## config.mk

```make
export PLATFORM = sky130hd
export DESIGN_NAME = flopr
export DESIGN_NICKNAME = d
export VERILOG_FILES = /design/src/rtl/flopr.sv
export SDC_FILE = /design/constraint.sdc
export NUM_CORES = 1
export LEC_CHECK = 0
export BUFFER_PORTS_ARGS = -buffer_cell sky130_fd_sc_hd__buf_2
export CAP_MARGIN = 0
export CORE_UTILIZATION = 39
export DETAILED_ROUTE_END_ITERATION = 10
export GPL_TIMING_DRIVEN = 0
export PLACE_DENSITY = 0.91
export RECOVER_POWER = 25
export SKIP_LAST_GASP = 1
export SLEW_MARGIN = 5
export SYNTH_ARGS = -nofsm -noshare
export SYNTH_HDL_FRONTEND = slang
export SYNTH_SLANG_ARGS = --single-unit
```

## constraint.sdc

```tcl
create_clock -name clk -period 2.4 [get_ports clk]
set_clock_uncertainty 0.2 [all_clocks]
set_input_delay 0 -clock clk [delete_from_list [all_inputs] [get_ports clk]]
set_output_delay 0 -clock clk [all_outputs]
set_load 0.02 [all_outputs]
```

## src/rtl/flopr.sv

```systemverilog
// ============================================================================
// Module      : flopr
// Description : WIDTH-bit D register with asynchronous, active-high reset.
// Revision    : 1.0 - initial release
// ============================================================================
`default_nettype none

module flopr #(
  parameter int               WIDTH       = 32,
  parameter logic [WIDTH-1:0] RESET_VALUE = '0
) (
  input  logic             clk,
  input  logic             reset,
  input  logic [WIDTH-1:0] d,
  output logic [WIDTH-1:0] q
);

  // Per-bit RESET_VALUE maps each flop onto an async set or async clear cell.
  always_ff @(posedge clk or posedge reset) begin
    if (reset) begin
      q <= RESET_VALUE;
    end else begin
      q <= d;
    end
  end

endmodule

`default_nettype wire

```

After elaboration in Yosys (flattened, before gate mapping)

Cells that the tools add are included.
Widths: inputs -> output; s select.

Bits in registers: 32
Input port bits: 34
Output and inout port bits: 32
Word-level logic and storage cells: 1

Depth between registers and ports, before layout

Gate-level depths: netlist of run 1.

Depth in word-level cells: 0
Gate-level depth with buffers: 1
Depth with buffers taken out: 1

Worst setup path after synthesis of run 1

Ideal clock, no wire load.

Path kind: register -> output
Start point: register q[0]
End point: output q[0]
Arrival time: 0.416 ns
Required time: 2.200 ns
Path slack: 1.784 ns
Stages on the path, launching flop included: 1
Path buffers: 0
Cell sequence: dfrtp_1

RTL lines:

| what                     | RTL line | source |
|---|---|---|
| start: declaration       | 15       | `output logic [WIDTH-1:0] q` |
| start signal: assignment | 21       | `q <= RESET_VALUE;` |
| start signal: assignment | 23       | `q <= d;` |

No word-level cell between the ends.

==> results of run 1 <==
-- logic make-up after synthesis --
kind of cell	share of synthesized area
DFF	0.995
buffers and inverters	0.00466
-- worst max-delay path: cells and delay by family --
family	cells	cell delay [ns]
buffers and inverters	3	1.47
-- path summary, 6_finish.rpt --
kind,start,slack [ns],depth (start not counted),to
max,reset,0.99,3,q[29]
min,d[17],0.12,2,q[17]
max in group clk,q[1],1.35,1,q[1]
min in group asynchronous,reset,0.33,3,q[8]
-- power groups by stage --
stage	logic (uW)	clock network (uW)	registers [uW]
after floorplan	7.96	0	620
after global placement	98.3	0	581
after detailed placement	101	0	583
after CTS	143	281	572
after global routing	153	307	576
final	143	267	572
-- layout by cell type, fill, tap and decap left out --
master,count
clkbuf_4,5
clkinv_2,1
dfrtp_1,32
clkbuf_1,1
dlygate4sd3_1,33
inv_1,1
buf_2,65
-- through the flow --
| stage | setup WS, ns | power [uW] |
|---|---|---|
| floorplan | 1.51 | 628 |
| global placement | 1.20 | 680 |
| detailed placement | 1.12 | 684 |
| CTS | 0.932 | 995 |
| global route | 0.763 | 1040 |
| finish | 0.990 | 981 |
-- metal layers --
metal | part of all wire | track usage
met1 | 0.38 | 0.206
met2 | 0.52 | 0.299
met3 | 0.087 | 0.106
met4 | 0.0062 | 0.0857
met5 | 0 | 0
-- what timing repair did --
item	in CTS	in global routing
hold endpoints to repair	64	0
endpoints found under the setup margin	0	0
hold buffers	33	0
-- area by class of cell --
cell class	instances	area, um2
clock buffers	6	41.3
clock inverters	1	5.00
fillers	123	402
inverters	1	3.75
flip-flops and latches	32	801
well taps	27	33.8
repair buffers	98	656
==> flow_metrics.tcl, run 1 <==
set metrics [dict create \
    outcome "complete, no violations" \
    netlist_top_cells_area "dfrtp_1 (100%), inv_1 (0.47%)" \
    worstPathRequired_ns 2.47 \
    slowest_stage "inv_1" \
    grt_max_degree 33 \
    cts-htree-levels 2 \
    mappedNetlistArea_um2 805 \
    timing.critical_path.arrival_ns 1.48 \
    slew_violations 0 \
    num_vias 674 \
    hold_viol 0 \
    path_clk_slew_ns 0.09 \
    worstSetupPathType "in2async" \
    period_minus_slack_ns 1.41 \
    fin_cells 165 \
    cpPeakStageDelay_ns 0.81 \
    gp_congestion 0.617 \
    power.internal_uw 746 \
    design.core.area_mm2 0.00194 \
    finish.utilization 0.793 \
    multi_input_gates 0 \
    syn_area_per_cell_um2 24.4 \
    p_sw_frac 0.240 \
    place_inst 125 \
    antenna_found_initial 0 \
    grt_pass1_vias 647 \
    ios 66 \
    timing.slew.headroom 0.242 \
    cts_root_buf "clkbuf_4" \
    seq_power_share 0.583 \
    worstSetupEndpointType "async pin" \
    drc 0 \
    synth_most_common_cell "dfrtp_1" \
    cts.path.max_buffers 2 \
    synth_edf_count 0 \
    drive_gt1_frac 0.514 \
    largest_register_ff_count 32 \
    drt_iter0_markers 1 \
    worstHoldPathType "in2reg" \
    clockPowerShare 0.272 \
    multi_input_area_um2 0 \
    cts_made_buffers 5 \
    dr.pass1.iters 3 \
    powerDensity_mw_per_mm2 637 \
    synth_area_leader_cell "dfrtp_1" \
    place_hpwl_mm 1.18 \
    start_util 0.414 \
    fp-row-count 16 \
    whs_ns 0.117 \
    fin_nets 172 \
    cp_cell_sequence "dlygate4sd3_1 -> buf_2 -> inv_1" \
    grt_pass1_wl_mm 2.61 \
    die_w_um 47.4 \
    synth_top_area_frac 0.995 \
    postSynthCellCount 33 \
    placed_cell_area_mm2 0.00116 \
    combPwrFrac 0.145 \
    cts_resized 0 \
    synthFlopType "dfrtp_1" \
    final_antenna_net_count 0 \
    setup_violations 0 \
    wl_mm 1.92 \
    clock-sinks 32 \
    regMostFlops "q" \
    design_area_mm2 0.00154 \
    critPathLaunchType "primary input" \
    rsz0062_at_grt "false" \
    post_drt_wl_per_cell_um 11.7 \
    viasPerCell 4.08 \
    ys_ff_latch 32 \
    p_leak_uw 0.000800 \
    overflow 0 \
    numPortBuffers 65 \
    synth_nets 67 \
    area_delta_synth_final_pct 91.4 \
    synth-async-reset-ratio 1.00 \
    grt_usage 0.188 \
    tightest_slew_ns 1.14 \
    ir_worst_vdd_v 0.000532 \
    cap_violations 0 \
    fin_setup_tns_ns 0 \
    antenna_cells 0 \
    die_area_mm2 0.00225 \
    ys_types 2 \
    period_share 0.588 \
    max_clock_freq_mhz 709 \
    power.switching_uw 236 \
    post_cts_buffers 0 \
    die_h_um 47.4 \
    ys_seq_area_frac 0.995 \
    yosysWarnings 0 \
    cts_tree "built" \
    largestRegisters "q x32" \
    synth_commonest_cells "dfrtp_1 (32), inv_1 (1)" \
    crit_path_max_fanout 32 \
]
Note: power is estimated with default switching activity, not from simulation.
==> run 2: changes to the inputs <==
ABC_AREA = 1   (was not set)
CORE_UTILIZATION = 36   (was 39)
PLACE_DENSITY = 0.85   (was 0.91)
clock period = 1.37 ns   (was 2.4 ns; I/O delays follow)
==> run 2 against run 1 <==
Effect of this change: the flow now finishes with violations (negative hold slack); sequential cell count did not move; core utilization fell by 2.9 points; hold slack got worse by 0.36 ns; highest routed layer unchanged.
==> flow_metrics.tcl, run 2 (synthesized netlist as in run 1, its figures left out) <==
set metrics [dict create \
    outcome "finished with violations" \
    violations "negative hold slack" \
    design.core.area_mm2 0.00202 \
    setup_violations 0 \
    die_area_mm2 0.00243 \
    drive_gt1_frac 0.529 \
    ios 66 \
    worstSetupPathType "reg2out" \
    cts_hold_buf 32 \
    timing.slew.headroom 0.248 \
    worstPathRequired_ns 1.17 \
    worstSetupEndpointType "primary output" \
    hold_viol 32 \
    finish.utilization 0.764 \
    wl_mm 2.04 \
    multi_input_area_um2 0 \
    period_minus_slack_ns 1.07 \
    fin_setup_tns_ns 0 \
    post-place-ws_ns 0.101 \
    slowest_stage "dfrtp_1" \
    final_cell_mix "buf_2 (65), dlygate4sd3_1 (32), dfrtp_1 (32), clkbuf_4 (5), clkinv_2 (2)" \
    slew_violations 0 \
    start_util 0.398 \
    cts_resized 0 \
    final_antenna_net_count 0 \
    cts_tree "built" \
    seq_power_share 0.563 \
    cts_made_buffers 5 \
    setup.worst_path.start "q[8]" \
    post_cts_buffers 0 \
    overflow 0 \
    cp_num_buf_inv 1 \
    cts_root_buf "clkbuf_4" \
    layout_commonest_cell "buf_2" \
    viasPerCell 3.92 \
    largestRegisters "q x32" \
    num_vias 646 \
    clock-sinks 32 \
    fp-row-count 16 \
    cts-htree-levels 2 \
    tightest_slew_ns 1.13 \
    antenna_cells 0 \
    grt_pass1_vias 733 \
    die_w_um 49.3 \
    period_share 0.780 \
    regMostFlops "q" \
    critPathLaunchType "register" \
    crit_path_max_fanout 1 \
    cpPeakStageDelay_ns 0.39 \
    max_clock_freq_mhz 935 \
    power.switching_uw 425 \
    combPwrFrac 0.139 \
    clockPowerShare 0.299 \
    area_delta_synth_final_pct 92.1 \
    grt_max_degree 33 \
    power.internal_uw 1360 \
    rsz0062_at_grt "false" \
    grt_pass1_wl_mm 3.12 \
    p_leak_uw 0.000806 \
    p_sw_frac 0.238 \
    worstHoldPathType "in2async" \
    powerDensity_mw_per_mm2 1150 \
    fin_nets 171 \
    cp_cell_sequence "buf_2" \
    numPortBuffers 65 \
    drt_iter0_markers 1 \
    dr.pass1.iters 2 \
    antenna_found_initial 0 \
    multi_input_gates 0 \
    whs_ns -0.239 \
    grt_usage 0.189 \
    drc 0 \
    die_h_um 49.3 \
    cap_violations 0 \
    fin_ws_ns 0.301 \
    timing.critical_path.arrival_ns 0.87 \
    post_drt_wl_per_cell_um 12.4 \
    largest_register_ff_count 32 \
    critical_path.top_delay_family "flip-flops" \
    cts.path.max_buffers 2 \
    gp_congestion 0.639 \
    path_clk_slew_ns 0.09 \
    ir_worst_vdd_v 0.000838 \
]
run 2: cell types whose count changed in the layout (fill, tap and decap cells not counted), sizes merged:
cell | previous run | this run
clkinv | 1 | 2
dlygate4sd3 | 33 | 32
run 2: worst paths after layout:
| check | end | slack (ns) | cells past startpoint |
|---|---|---|---|
| worst max-delay path | q[8] | 0.30 | 1 |
| worst min-delay path | q[25] | -0.24 | 2 |
| max in group asynchronous | q[24] | 0.53 | 2 |
| min in group clk | q[15] | 0.11 | 2 |
run 2: area by class of cell:
type	count	area, um2
clock buffers	6	51.3
clock inverters	2	10.0
fillers	131	477
inverters	1	3.75
flip-flops and latches	32	801
well taps	27	33.8
repair buffers	97	646
run 2: stage by stage:
step,hold slack [ns],total power [uW],cell area [um2],instances
3_5_place_dp,-0.0907,1200,1160,125
3_3_place_gp,-0.0921,1190,1160,125
5_1_grt,-0.151,1880,1550,165
4_1_cts,-0.212,1800,1550,165
6_report,-0.239,1780,1550,165
2_1_floorplan,-0.169,1100,805,33
run 2: layer usage:
| metal | global-route usage | part of all wire | vias to the layer above |
|---|---|---|---|
| met4 | 0.103 | 0.0069 | 0 |
| li1 | - | - | 305 |
| met5 | 0 | 0 | - |
| met3 | 0.0654 | 0.092 | 2 |
| met2 | 0.365 | 0.57 | 43 |
| met1 | 0.163 | 0.33 | 296 |
run 2: power groups by stage:
stage          Clock [uW]  Combinational [uW]  Sequential, uW
6_report              533                 248            1000
4_1_cts               547                 247            1000
3_3_place_gp            0                 173            1020
3_5_place_dp            0                 177            1020
5_1_grt               606                 265            1010
2_1_floorplan           0                13.9            1090
